`src/rtl/svm_pkg.sv`:
```
// svm_pkg: shared fixed-point widths, feature/coefficient types, strobe bundle and feeder FSM states.
// Latency: n/a (declarations only).
// Backpressure: n/a.
package svm_pkg;

  localparam int FEA_I_DEF  = 4;
  localparam int FEA_F_DEF  = 8;
  localparam int FEA_W_DEF  = FEA_I_DEF + FEA_F_DEF;
  localparam int COEF_W_DEF = FEA_W_DEF;

  typedef logic signed [FEA_W_DEF-1:0]  fea_t;
  typedef logic signed [COEF_W_DEF-1:0] coef_t;

  typedef enum logic [1:0] {
    S_IDLE,
    S_RUN,
    S_FLUSH,
    S_DONE
  } state_t;

  // One slot of the term pipeline: a real beat, and whether it opens/closes a block.
  typedef struct packed {
    logic vld;
    logic first;
    logic last;
  } strb_t;

  // Counter width that never collapses to zero bits for a count of one.
  function automatic int cnt_w(input int n);
    return (n > 1) ? $clog2(n) : 1;
  endfunction

endpackage

```
`src/rtl/svm_feeder_strb.sv`:
```
// svm_feeder_strb: carries {valid, first, last} of each accepted beat to the PE init/accumulate strobes.
// Latency: init (and blk_inc) 2 cycles after acceptance, accumulate 3 cycles after.
// Backpressure: none; free-running shift, bubbles travel through as vld=0.
// Ports: clk/rst_n; beat/first/last from the acceptance cycle; init, accumulate, blk_inc out.
module svm_feeder_strb
  import svm_pkg::*;
(
  input  logic clk,
  input  logic rst_n,
  input  logic beat,
  input  logic first,
  input  logic last,
  output logic init,
  output logic accumulate,
  output logic blk_inc
);

  strb_t s1_q;
  strb_t s2_q;
  logic  acc_q;

  always_ff @(posedge clk or negedge rst_n) begin
    if (!rst_n) begin
      s1_q  <= '0;
      s2_q  <= '0;
      acc_q <= 1'b0;
    end else begin
      s1_q  <= '{vld: beat, first: first, last: last};
      s2_q  <= s1_q;
      acc_q <= s2_q.vld & s2_q.last;
    end
  end

  // init lines up with the coefficient returned by the RAM; accumulate trails
  // by one so the PE has folded in the block's last product first.
  assign init       = s2_q.vld & s2_q.first;
  // Block count moves on the edge that raises accumulate, so both appear together.
  assign blk_inc    = s2_q.vld & s2_q.last;
  assign accumulate = acc_q;

endmodule

```
`src/rtl/svm_feeder.sv`:
```
// svm_feeder: sequences one detection window of HOG features into an svm_pe chain (feature, coefficient, strobes).
// Latency: fea/coef_addr 1 cycle after accept, coef/init 2 cycles, accumulate/blk_cnt 3 cycles.
// Backpressure: s_ready is high throughout RUN only (registered state, no s_valid path); gaps insert zero terms.
// Ports: start/s_valid/s_ready/s_fea stream in; coef_addr/coef_rdata RAM; fea/coef/init/accumulate to PEs;
//        blk_cnt/busy/done status. Build option SVM_FEEDER_STALL_CNT_EN adds a 16-bit stall_cnt output.
module svm_feeder
  import svm_pkg::*;
#(
  parameter int FEA_I  = FEA_I_DEF,
  parameter int FEA_F  = FEA_F_DEF,
  parameter int NUM_PE = 8,
  parameter int N_FEA  = 36,
  parameter int N_BLK  = 105,
  localparam int FEA_W  = FEA_I + FEA_F,
  localparam int COEF_W = FEA_W,
  localparam int ADDR_W = $clog2(N_FEA * N_BLK),
  localparam int BC_W   = $clog2(N_BLK + 1)
)(
  input  logic                     clk,
  input  logic                     rst_n,
  input  logic                     start,
  input  logic                     s_valid,
  output logic                     s_ready,
  input  logic [FEA_W-1:0]         s_fea,
  output logic [ADDR_W-1:0]        coef_addr,
  input  logic [NUM_PE*COEF_W-1:0] coef_rdata,
  output logic [FEA_W-1:0]         fea,
  output logic [NUM_PE*COEF_W-1:0] coef,
  output logic                     init,
  output logic                     accumulate,
  output logic [BC_W-1:0]          blk_cnt,
  output logic                     busy,
  output logic                     done
`ifdef SVM_FEEDER_STALL_CNT_EN
  ,
  output logic [15:0]              stall_cnt
`endif
);

  localparam int K_W = cnt_w(N_FEA);
  localparam int B_W = cnt_w(N_BLK);

  state_t            state_q, state_d;
  logic              flush_q;
  logic [K_W-1:0]    k_q;
  logic [B_W-1:0]    b_q;
  logic [ADDR_W-1:0] addr_q;
  logic              accept;
  logic              first_beat;
  logic              last_beat;
  logic              final_beat;
  logic              win_start;
  logic              blk_inc;

  assign accept     = s_valid & s_ready;
  assign first_beat = (k_q == '0);
  assign last_beat  = (k_q == K_W'(N_FEA - 1));
  assign final_beat = last_beat && (b_q == B_W'(N_BLK - 1));
  assign win_start  = (state_q == S_IDLE) && start;

  always_ff @(posedge clk or negedge rst_n) begin
    if (!rst_n) state_q <= S_IDLE;
    else        state_q <= state_d;
  end

  always_comb begin
    state_d = state_q;
    s_ready = 1'b0;
    busy    = 1'b1;
    done    = 1'b0;
    case (state_q)
      S_IDLE: begin
        busy = 1'b0;
        if (start) state_d = S_RUN;
      end
      S_RUN: begin
        s_ready = 1'b1;
        if (s_valid && final_beat) state_d = S_FLUSH;
      end
      S_FLUSH: begin
        if (flush_q) state_d = S_DONE;
      end
      S_DONE: begin
        done    = 1'b1;
        state_d = S_IDLE;
      end
      default: state_d = S_IDLE;
    endcase
  end

  always_ff @(posedge clk or negedge rst_n) begin
    if (!rst_n) begin
      flush_q   <= 1'b0;
      k_q       <= '0;
      b_q       <= '0;
      addr_q    <= '0;
      coef_addr <= '0;
      fea       <= '0;
      blk_cnt   <= '0;
    end else begin
      // A bubble drives a zero feature so the PE adds a zero product.
      fea     <= accept ? s_fea : '0;
      // Second FLUSH cycle is marked by flush_q.
      flush_q <= (state_q == S_FLUSH) && !flush_q;
      if (win_start) begin
        k_q     <= '0;
        b_q     <= '0;
        addr_q  <= '0;
        blk_cnt <= '0;
      end else begin
        if (accept) begin
          // addr_q == b*N_FEA + k: one linear count of accepted beats per window.
          coef_addr <= addr_q;
          addr_q    <= addr_q + 1'b1;
          if (last_beat) begin
            k_q <= '0;
            b_q <= b_q + 1'b1;
          end else begin
            k_q <= k_q + 1'b1;
          end
        end
        if (blk_inc) blk_cnt <= blk_cnt + 1'b1;
      end
    end
  end

  assign coef = coef_rdata;

  svm_feeder_strb u_strb (
    .clk        (clk),
    .rst_n      (rst_n),
    .beat       (accept),
    .first      (first_beat),
    .last       (last_beat),
    .init       (init),
    .accumulate (accumulate),
    .blk_inc    (blk_inc)
  );

`ifdef SVM_FEEDER_STALL_CNT_EN
  logic seen_q;

  always_ff @(posedge clk or negedge rst_n) begin
    if (!rst_n) begin
      seen_q    <= 1'b0;
      stall_cnt <= '0;
    end else if (win_start) begin
      seen_q    <= 1'b0;
      stall_cnt <= '0;
    end else begin
      if (accept) seen_q <= 1'b1;
      // Starvation is only counted once the source has begun delivering.
      if ((state_q == S_RUN) && seen_q && !s_valid && (stall_cnt != 16'hFFFF))
        stall_cnt <= stall_cnt + 1'b1;
    end
  end
`endif

endmodule

```
`config.mk`:
```
export PLATFORM = sky130hd
export DESIGN_NAME = svm_feeder
export DESIGN_NICKNAME = d
export VERILOG_FILES = /design/src/rtl/svm_pkg.sv /design/src/rtl/svm_feeder_strb.sv /design/src/rtl/svm_feeder.sv
export SDC_FILE = /design/constraint.sdc
export NUM_CORES = 1
export LEC_CHECK = 0
export ABC_AREA = 1
export BUFFER_PORTS_ARGS = -buffer_cell sky130_fd_sc_hd__buf_4
export CORE_MARGIN = 4
export CORE_UTILIZATION = 35
export DETAILED_ROUTE_END_ITERATION = 8
export PLACE_DENSITY = 0.69
export SLEW_MARGIN = 20
export SYNTH_ARGS = -nofsm -noshare
export SYNTH_HDL_FRONTEND = slang
export SYNTH_SLANG_ARGS = --single-unit
```
`constraint.sdc`:
```
create_clock -name clk -period 3.96 [get_ports clk]
set_input_delay 0.594 -clock clk [delete_from_list [all_inputs] [get_ports clk]]
set_output_delay 0.594 -clock clk [all_outputs]
set_load 0.005 [all_outputs]
```
==> run_results.csv, run 1 <==
group,metric,value,unit
pwr,p_int,1.285,mW
grt,globalRouteOverflowTotal,0,
status,status,"finished clean",
yosys,synth.distinct_cells,28,
sta,final.period_utilization,57.96,%
yosys,ys_seq_area_share,44.21,%
worst_setup_path,reg2reg_slack,1.66,ns
pwr,fin_total_pwr,1.901,mW
cts,cts_tree,"built",
pwr,ir_drop,0.0002036,V
grt,antenna_found_initial,0,
pwr,power.leakage,1.894,nW
yosys,synth_fp_nets,569,
worst_setup_path,critPathArrivalTime,2.50,ns
sta,fmax,435.7,MHz
pwr,p_per_area,512.2,nW/um^2
pwr,clkPwrFrac,29.0,%
worst_setup_path,cpMostUsedCell,"inv_1",
sta,rsz0062_at_grt,"no",
yosys,syn_inst,447,
sta,max-slew-margin-rel,45.02,%
grt,grt_max_degree,67,
pwr,p_switching,0.6167,mW
routing,drt_iter0_markers,129,
place,dp_cells,530,
worst_setup_path,cp_num_buf_inv,3,
die,coreArea,10370,um^2
routing,ant_nets,0,
cells_and_area,drive_gt1_share,20.29,%
routing,num_vias,2524,
cts,clkSinkCount,66,
sta,min_period,2.295,ns
cts,cts_hold_buf,0,
grt,grt_pass1_vias,2524,
pwr,comb_power_share,25.6,%
cts,cts_buffer_depth,2,
grt,grt_pass1_wl,11740,um
pwr,pwr-share-seq,45.5,%
cts,htree_levels,3,
cts,cts-root-buf,"clkbuf_8",
yosys,syn-mean-instance-area,8.358,um^2
pwr,switching_share,32.44,%
worst_setup_path,worst_r2r_path_depth,8,
place,place.gp.congestion,0.8250,
worst_setup_path,rr_endpoint,"coef_addr[8]$_DFFE_PN0P_",
hold_path,hp-class,"in2async",
die,rows,37,
worst_setup_path,crit_type,"reg2reg",
job,max-cap-violations,0,
cts,numCtsBuffers,9,
routing,routed_wl,6902,um
worst_setup_path,critPathMaxStageDelay,0.40,ns
die,die_h,111.3,um
sta,setup_viol_count_final,0,
sta,finClkSkew,0.007115,ns
cts,cts_resized,0,
cts,clk_pin_slew,0.07,ns
sta,hold_viol_final,0,
die,dieWidth,111.3,um
yosys,netlist_area,3736,um^2
worst_setup_path,cp_top_family,"simple AND/OR/NAND/NOR gates",
worst_setup_path,startpoint_type,"flip-flop",
cells_and_area,final_cells,545,
cells_and_area,n_antenna_cell,0,
routing,vias_per_cell,4.631,
place,io_buffer_count,51,
cells_and_area,nNetsFinal,527,
die,ioPinCount,244,
cts,clock_latency,0.33,ns
worst_setup_path,reg2reg_from,"state_q[0]$_DFFE_PN0P_",
cells_and_area,area_growth,-0.6363,%
worst_setup_path,cp_slowest_cell,"dfrtp_1",
worst_setup_path,endpoint_kind,"flip-flop",
sta,holdWs,0.3521,ns
cts,cts_setup_buffers,0,
place,detailed_place_hpwl,5073,um
worst_setup_path,path_cells,"inv_1, ha_1, nand2_2, inv_2, nor2_2, inv_1, nand2_1, o21ai_1",
cells_and_area,fill_cells,1066,
cells_and_area,final_cell_mix,"nand2_1 (83), dfrtp_1 (66), buf_4 (51)",
cells_and_area,final_common_cell,"nand2_1",
yosys,ys_warn_count,0,
grt,grtUsageTotal,11.53,%
routing,wire_per_inst,12.66,um
sta,finalMaxSlewViolations,0,
die,die_area,12390,um^2
yosys,ys_ff_latch,66,
routing,drc,0,
sta,tns,0,ns
routing,dr.pass1.iters,6,
die,initial_core_util,36.03,%
sta,worstMarginPinSlew,0.8247,ns
worst_setup_path,crit_required,4.16,ns
worst_setup_path,crit_fanout,23,
-- area by class of cell --
cell class / instances / area, um^2 / area share [%]
Timing Repair Buffer: 51 / 382.9 / 10.31
Clock inverter: 5 / 55.05 / 1.483
Tap cell: 136 / 170.2 / 4.584
Inverter: 52 / 195.2 / 5.258
Sequential cell: 66 / 1652 / 44.49
Multi-Input combinational cell: 225 / 1120 / 30.17
Clock buffer: 10 / 137.6 / 3.707
-- per-stage QoR --
stage                     area (um^2)  util [%]  setup slack [ns]
after global routing             3712     35.80             1.400
after floorplan                  3736         -             2.584
after global placement           3520     33.94             1.746
after detailed placement         3520     33.94             1.625
after CTS                        3712     35.80             1.615
final                            3712     35.80             1.665
-- kinds of logic (layout without fill, tap and decap cells) --
| logic type | after synthesis | after routing | share of synthesized area [%] |
|---|---|---|---|
| XOR/XNOR | 3 | 3 | 0.7034 |
| adder cells (fa/ha/maj) | 10 | 10 | 3.349 |
| AND/OR/NAND/NOR | 172 | 172 | 20.16 |
| AO/OA/AOI/OAI | 40 | 40 | 5.760 |
| buffers and inverters | 156 | 118 | 25.82 |
| flip-flops | 66 | 66 | 44.21 |
-- power by group through the flow --
stage | clock network, mW | registers [mW] | logic (mW)
3_5_place_dp | 0 | 0.877 | 0.496
2_1_floorplan | 0 | 0.858 | 0.384
5_1_grt | 0.596 | 0.877 | 0.560
3_3_place_gp | 0 | 0.872 | 0.477
6_report | 0.551 | 0.864 | 0.486
4_1_cts | 0.568 | 0.865 | 0.499
-- cell usage after synthesis --
cell | number | area [um^2]
inv_1 | 50 | 187.7
nor2_2 | 6 | 37.54
ha_1 | 10 | 125.1
a31oi_1 | 1 | 6.260
or2_2 | 1 | 6.260
dfrtp_1 | 66 | 1652
o22ai_1 | 2 | 12.51
nand4_2 | 1 | 12.51
nor3_1 | 5 | 25.02
o21ai_1 | 13 | 65.06
a21oi_1 | 5 | 25.02
buf_4 | 97 | 728.2
buf_6 | 1 | 11.26
o21a_1 | 1 | 7.510
nor2_4 | 1 | 11.26
nor3_2 | 1 | 10.01
nand2_1 | 83 | 311.6
buf_2 | 5 | 25.02
inv_2 | 2 | 7.510
nand3_1 | 19 | 95.09
o21bai_1 | 2 | 15.01
nand4_1 | 11 | 68.82
clkbuf_2 | 1 | 5.000
o21ai_0 | 15 | 75.07
nor2_1 | 40 | 150.1
xor2_1 | 3 | 26.28
nand2_2 | 4 | 25.02
o21ai_2 | 1 | 8.760
-- worst max path at each step --
| stage | endpoint | cells after the start | start |
|---|---|---|---|
| after detailed placement | coef_addr[8]$_DFFE_PN0P_ | 7 | start |
| after floorplan | addr_q[6]$_DFFE_PN0P_ | 8 | state_q[1]$_DFFE_PN0P_ |
| after global routing | coef_addr[8]$_DFFE_PN0P_ | 8 | state_q[0]$_DFFE_PN0P_ |
| after global placement | coef_addr[10]$_DFFE_PN0P_ | 7 | start |
| final | coef_addr[8]$_DFFE_PN0P_ | 8 | state_q[0]$_DFFE_PN0P_ |
| after CTS | coef_addr[8]$_DFFE_PN0P_ | 8 | state_q[0]$_DFFE_PN0P_ |
-- metal layers --
metal	GRT usage, %	routed length [um]	vias to the layer above
li1	-	-	1219
met4	6.732	229	0
met1	12.69	2855	1177
met2	18.38	3267	86
met3	5.240	548	42
met5	0	0	-
-- worst register-to-register path, delay by kind of cell (launching register included) --
kind | cells | cell delay (ns)
and+or+nand+nor | 3 | 0.87
DFF | 1 | 0.40
adders and majority gates | 1 | 0.23
AOI/OAI and AO/OA | 1 | 0.08
buffers and inverters | 3 | 0.59
-- registers in the layout (all words and copies together) (netlist names) --
name	flops
fea	12
u_strb.s2_q	3
blk_cnt	7
coef_addr	12
flush_q	1
u_strb.accumulate	1
b_q	7
u_strb.s1_q	3
k_q	6
addr_q	12
state_q	2
No activity file was read; power rests on OpenSTA's default activity.
==> inputs of run 2 (changes only) <==
--- a/config.mk
+++ b/config.mk
@@ -5,7 +5,7 @@
 export SDC_FILE = /design/constraint.sdc
 export NUM_CORES = 1
 export LEC_CHECK = 0
-export ABC_AREA = 1
+export ABC_AREA = 0
 export BUFFER_PORTS_ARGS = -buffer_cell sky130_fd_sc_hd__buf_4
 export CORE_MARGIN = 4
 export CORE_UTILIZATION = 35
==> constraint.sdc (replaced) <==
create_clock -name clk -period 2.4 [get_ports clk]
set_input_delay 0.36 -clock clk [delete_from_list [all_inputs] [get_ports clk]]
set_output_delay 0.36 -clock clk [all_outputs]
set_load 0.005 [all_outputs]
==> run 2 against run 1 <==
Final area fell by 1.4%. Flip-flop and latch count did not move. Routed wire length fell by 6.2%. Core utilization rose by 1.1 points. Largest cell class unchanged.
==> run_results.csv, run 2 <==
group,metric,value,unit
cells_and_area,final_cell_mix,"dfrtp_1 (66), buf_4 (54), nand2_1 (29), nor2_1 (29)",
sta,tns,0,ns
worst_setup_path,worst_r2r_path_depth,6,
die,coreArea,9910,um^2
grt,globalRouteOverflowTotal,0,
grt,grt_pass1_wl,10380,um
worst_setup_path,path_cells,"inv_1, ha_1, nand2_2, inv_2, nand2_1, mux2_2",
yosys,ys_ff_latch,66,
worst_setup_path,cp_num_buf_inv,2,
worst_setup_path,critPathArrivalTime,2.25,ns
die,ioPinCount,244,
routing,routed_wl,6474,um
hold_path,hp-class,"in2async",
cts,numCtsBuffers,9,
yosys,syn-mean-instance-area,9.812,um^2
cells_and_area,multi_input_area,1151,um^2
pwr,ir_drop,0.0003031,V
cells_and_area,largestRegisters,"addr_q x12, coef_addr x12, fea x12",
die,rows,36,
worst_setup_path,crit_type,"reg2reg",
worst_setup_path,cp.depth,6,
cts,cts_buffer_depth,2,
sta,max-slew-margin-rel,46.13,%
sta,setup_ws,0.3753,ns
worst_setup_path,reg2reg_from,"state_q[1]$_DFFE_PN0P_",
grt,grt_max_degree,67,
yosys,ys_seq_area_share,45.74,%
yosys,syn_inst,368,
cells_and_area,n_antenna_cell,0,
worst_setup_path,rr_endpoint,"coef_addr[2]$_DFFE_PN0P_",
grt,grtUsageTotal,11.08,%
routing,wire_per_inst,13.86,um
yosys,synth_most_common_cell,"buf_4",
job,max-cap-violations,0,
cells_and_area,drive_gt1_share,26.35,%
yosys,synth_top_area_cell,"dfrtp_1",
cts,clkSinkCount,66,
cells_and_area,regArea,1652,um^2
worst_setup_path,endpoint_kind,"flip-flop",
routing,drt_iter0_markers,123,
sta,finalMaxSlewViolations,0,
sta,fmax,493.9,MHz
die,die_h,109.6,um
cts,cts_tree,"built",
routing,dr.pass1.iters,4,
routing,ant_nets,0,
place,place.gp.congestion,0.7782,
pwr,power.leakage,1.729,nW
worst_setup_path,cp_top_family,"simple AND/OR/NAND/NOR gates",
worst_setup_path,startpoint_type,"flip-flop",
cts,clk_pin_slew,0.08,ns
routing,dr.max_layer_used,"met4",
cells_and_area,stdcell_area,3659,um^2
sta,finClkSkew,0.01059,ns
worst_setup_path,reg2reg_slack,0.38,ns
routing,drc,0,
cells_and_area,final_common_cell,"dfrtp_1",
yosys,ys_warn_count,0,
cells_and_area,area_growth,1.317,%
cts,clock_latency,0.34,ns
routing,wl_met2,2829,um
yosys,netlist_area,3611,um^2
pwr,fin_total_pwr,3.021,mW
sta,min_period,2.025,ns
grt,grt_pass1_vias,2210,
cells_and_area,nNetsFinal,451,
sta,final.period_utilization,84.36,%
yosys,synthTopCellsByArea,"dfrtp_1 (46%), buf_4 (20%), ha_1 (3.5%), xnor2_1 (3.4%), nor2_1 (3.1%)",
die,dieWidth,109.6,um
yosys,synth_top_area_share,45.74,%
yosys,synthTopCellsByCount,"buf_4 (96), dfrtp_1 (66), nor2_1 (30)",
yosys,synth.distinct_cells,36,
worst_setup_path,setup.worst_path.end,"coef_addr[2]$_DFFE_PN0P_",
cts,cts-root-buf,"clkbuf_8",
cts,cts_hold_buf,0,
sta,rsz0062_at_grt,"no",
grt,antenna_found_initial,0,
place,placed_area,3431,um^2
pwr,p_per_area,825.7,nW/um^2
worst_setup_path,crit_start,"state_q[1]$_DFFE_PN0P_",
place,io_buffer_count,51,
status,status,"finished clean",
yosys,synth_fp_nets,490,
place,pre_cts_ws,0.3707,ns
die,die_area,12010,um^2
worst_setup_path,cp_slowest_cell,"nand2_1",
yosys,async_flop_share,100.0,%
yosys,synth_flop_cell,"dfrtp_1",
die,initial_core_util,36.44,%
routing,drt-met1-wl,2690,um
yosys,synth_edf_count,0,
worst_setup_path,critPathMaxStageDelay,0.45,ns
routing,wl_met3,635,um
sta,setup_viol_count_final,0,
cells_and_area,fill_cells,995,
worst_setup_path,crit_required,2.63,ns
sta,worstMarginPinSlew,0.8080,ns
sta,hold_viol_final,0,
cts,cts_setup_buffers,0,
routing,num_vias,2212,
place,detailed_place_hpwl,4613,um
cts,cts_resized,0,
routing,vias_per_cell,4.737,
worst_setup_path,crit_fanout,15,
cts,htree_levels,3,
[run 2: cell types whose count changed in the layout (fill, tap and decap cells not counted), moves of 11 or more]
cell / before / now
and3_1: 0 / 11
inv_1: 50 / 14
nand2_1: 83 / 29
nor2_1: 40 / 29
o21ai_1: 13 / 0
xnor2_1: 0 / 14
[run 2: cell type report]
class	count	share of cell area, %
flip-flops and latches	66	45.14
multi-input cells	183	31.46
repair buffers	54	11.08
well taps	133	4.549
clock buffers	10	3.762
clock inverters	6	2.462
inverters	15	1.539
[run 2: metal layers]
metal  vias to the layer above  global-route usage (%)
met5                         -                       0
met4                         0                   7.836
met3                        48                   4.991
met2                        93                   16.00
met1                      1037                   13.01
li1                       1034                       -
[run 2: power by group]
part | internal [mW] | switching, mW | leakage (nW) | total (mW)
Clock | 0.615 | 0.432 | 0.112 | 1.05
Combinational | 0.271 | 0.233 | 0.764 | 0.504
Sequential | 1.29 | 0.184 | 0.853 | 1.47
[run 2: stage by stage]
step | hold slack (ns) | utilization (%) | cells
2_1_floorplan | 0.06441 | - | 368
3_3_place_gp | 0.3342 | 34.62 | 451
3_5_place_dp | 0.3379 | 34.62 | 451
4_1_cts | 0.1406 | 36.92 | 467
5_1_grt | 0.1783 | 36.92 | 467
6_report | 0.1135 | 36.92 | 467
[run 2: worst min path at each step]
stage	to	slack (ns)	cells after the start
2_1_floorplan	addr_q[0]$_DFFE_PN0P_	0.06	0
3_3_place_gp	u_strb.s2_q[1]$_DFF_PN0_	0.33	0
3_5_place_dp	u_strb.s2_q[1]$_DFF_PN0_	0.34	0
4_1_cts	blk_cnt[3]$_DFFE_PN0P_	0.14	1
5_1_grt	blk_cnt[3]$_DFFE_PN0P_	0.18	1
6_report	blk_cnt[3]$_DFFE_PN0P_	0.11	1
[run 2: cells by family (layout without fill, tap and decap cells)]
logic type / after synthesis / in the layout / share of synthesized area [%]
buf+inv: 119 / 85 / 22.45
simple gates: 118 / 118 / 16.11
flops: 66 / 66 / 45.74
compound gates: 23 / 23 / 3.777
xor+xnor: 21 / 21 / 5.094
mux: 11 / 11 / 3.361
fa+ha+maj: 10 / 10 / 3.465
==> inputs of run 3 (changes only) <==
--- a/config.mk
+++ b/config.mk
@@ -5,7 +5,7 @@
 export SDC_FILE = /design/constraint.sdc
 export NUM_CORES = 1
 export LEC_CHECK = 0
-export ABC_AREA = 0
+export ABC_AREA = 1
 export BUFFER_PORTS_ARGS = -buffer_cell sky130_fd_sc_hd__buf_4
 export CORE_MARGIN = 4
 export CORE_UTILIZATION = 35
==> constraint.sdc (replaced) <==
create_clock -name clk -period 1.9 [get_ports clk]
set_input_delay 0.285 -clock clk [delete_from_list [all_inputs] [get_ports clk]]
set_output_delay 0.285 -clock clk [all_outputs]
set_load 0.005 [all_outputs]
==> run 3 against run 2 <==
Combinational power up 110%. Via count increased by 12%. Count of clock-buffer cells in the layout is 1 lower. Sequential power increased by 22%. Non-clock buffer count is 2 higher. First-iteration DRC count is 12% lower. Critical path type unchanged. Largest power group unchanged.
==> run_results.csv, run 3 (synthesis results as in run 1) <==
group,metric,value,unit
place,detailed_place_hpwl,5252,um
sta,hold_viol_final,0,
worst_setup_path,crit_required,2.16,ns
grt,grt_pass1_wl,12030,um
pwr,power.leakage,1.933,nW
grt,grt_max_degree,67,
worst_setup_path,critPathArrivalTime,1.92,ns
hold_path,hp-class,"in2reg",
cts,clock_latency,0.35,ns
routing,routed_wl,7116,um
sta,max-slew-margin-rel,62.81,%
pwr,p_per_area,1098,nW/um^2
sta,setup_ws,0.2326,ns
grt,grtUsageTotal,11.81,%
cts,numCtsBuffers,9,
worst_setup_path,worst_r2r_path_depth,8,
worst_setup_path,startpoint_type,"flip-flop",
cts,cts-root-buf,"clkbuf_8",
routing,num_vias,2481,
cells_and_area,stdcell_area,3790,um^2
die,ioPinCount,244,
cts,clkSinkCount,66,
place,dp_cells,534,
place,io_buffer_count,51,
cells_and_area,largestRegisters,"addr_q x12, coef_addr x12, fea x12",
die,die_area,12390,um^2
die,rows,37,
sta,min_period,1.667,ns
cts,cts_tree,"built",
die,coreArea,10370,um^2
sta,worstMarginPinSlew,0.5573,ns
hold_path,worst_hold_path.endpoint,"fea[7]$_DFF_PN0_",
cells_and_area,nNetsFinal,532,
routing,vias_per_cell,4.503,
sta,final.period_utilization,87.76,%
worst_setup_path,crit_fanout,21,
grt,globalRouteOverflowTotal,0,
pwr,ir_drop,0.0003914,V
job,max-cap-violations,0,
routing,ant_nets,0,
routing,drc,0,
sta,rsz0062_at_grt,"yes",
place,placed_area,3562,um^2
cts,cts_buffer_depth,2,
worst_setup_path,crit_type,"reg2reg",
sta,fmax,599.7,MHz
cts,cts_resized,0,
place,place.gp.congestion,0.7714,
cells_and_area,final_common_cell,"nand2_1",
hold_path,whs_path_depth,3,
cells_and_area,area_growth,1.440,%
die,initial_core_util,36.03,%
routing,wire_per_inst,12.91,um
status,status,"finished clean",
sta,setup_viol_count_final,0,
die,dieWidth,111.3,um
die,die_h,111.3,um
routing,drt_iter0_markers,108,
cells_and_area,final_cell_mix,"nand2_1 (83), dfrtp_1 (66), buf_4 (54)",
cts,htree_levels,3,
cts,cts_setup_buffers,0,
worst_setup_path,reg2reg_slack,0.23,ns
hold_path,hp-start,"s_fea[7]",
worst_setup_path,rr_endpoint,"coef_addr[1]$_DFFE_PN0P_",
sta,finClkSkew,0.009210,ns
routing,dr.pass1.iters,4,
place,pre_cts_ws,0.2457,ns
grt,antenna_found_initial,0,
sta,finalMaxSlewViolations,0,
worst_setup_path,reg2reg_from,"state_q[0]$_DFFE_PN0P_",
cells_and_area,drive_gt1_share,21.20,%
cells_and_area,fin_util,36.55,%
cells_and_area,n_antenna_cell,0,
grt,grt_pass1_vias,2509,
cts,clk_pin_slew,0.07,ns
cells_and_area,final_cells,551,
worst_setup_path,endpoint_kind,"flip-flop",
==> run 3: critical path, stage by stage (launching register included) <==
cell and delay, ns:
dfrtp_1 0.41, inv_1 0.10, ha_1 0.19, nand2_2 0.11, inv_2 0.11, nor2_2 0.05
inv_1 0.41, nand2_1 0.09, o21ai_1 0.11
==> run 3: stage by stage <==
step | power (mW) | hold WS [ns] | setup TNS (ns)
2_1_floorplan | 2.588 | -0.01059 | 0
3_3_place_gp | 2.865 | 0.3099 | 0
3_5_place_dp | 2.908 | 0.3147 | 0
4_1_cts | 4.211 | 0.1403 | 0
5_1_grt | 4.451 | 0.1450 | -0.08433
6_report | 4.162 | 0.1548 | 0
==> run 3: layer usage <==
| layer | vias up | routed length (um) | global-route usage, % |
|---|---|---|---|
| li1 | 1224 | - | - |
| met1 | 1132 | 2922 | 13.73 |
| met2 | 83 | 3320 | 17.61 |
| met3 | 42 | 635 | 5.950 |
| met4 | 0 | 238 | 6.732 |
| met5 | - | 0 | 0 |
==> run 3: how the worst max path moves through the flow <==
| stage | start | to | slack [ns] | cells past startpoint |
|---|---|---|---|---|
| final | state_q[0]$_DFFE_PN0P_ | coef_addr[1]$_DFFE_PN0P_ | 0.23 | 8 |
| after floorplan | state_q[1]$_DFFE_PN0P_ | addr_q[6]$_DFFE_PN0P_ | 0.52 | 8 |
| after global placement | state_q[0]$_DFFE_PN0P_ | coef_addr[10]$_DFFE_PN0P_ | 0.33 | 8 |
| after CTS | state_q[0]$_DFFE_PN0P_ | coef_addr[1]$_DFFE_PN0P_ | 0.21 | 8 |
| after detailed placement | state_q[0]$_DFFE_PN0P_ | coef_addr[5]$_DFFE_PN0P_ | 0.25 | 8 |
| after global routing | state_q[1]$_DFFE_PN0P_ | coef_addr[8]$_DFFE_PN0P_ | -0.03 | 8 |
==> run 3: repair_timing <==
action | in CTS | in global routing
endpoints found under the setup margin | 0 | 4
hold endpoints to repair | 66 | 0
hold buffers | 1 | 0
==> run 3: final cells by class <==
class / instances / area [um^2]
fill: 1056 / 6580
sequential: 66 / 1652
multi-input combinational: 225 / 1120
timing repair buffer: 56 / 435.4
inverter: 52 / 195.2
tap: 136 / 170.2
clock buffer: 9 / 123.9
clock inverter: 7 / 93.84
==> run 3: power breakdown <==
| part | total, mW | leakage, nW | internal [mW] | switching (mW) |
|---|---|---|---|---|
| clock network | 1.30 | 0.105 | 0.736 | 0.563 |
| registers | 1.80 | 0.901 | 1.63 | 0.171 |
| logic | 1.06 | 0.927 | 0.443 | 0.616 |
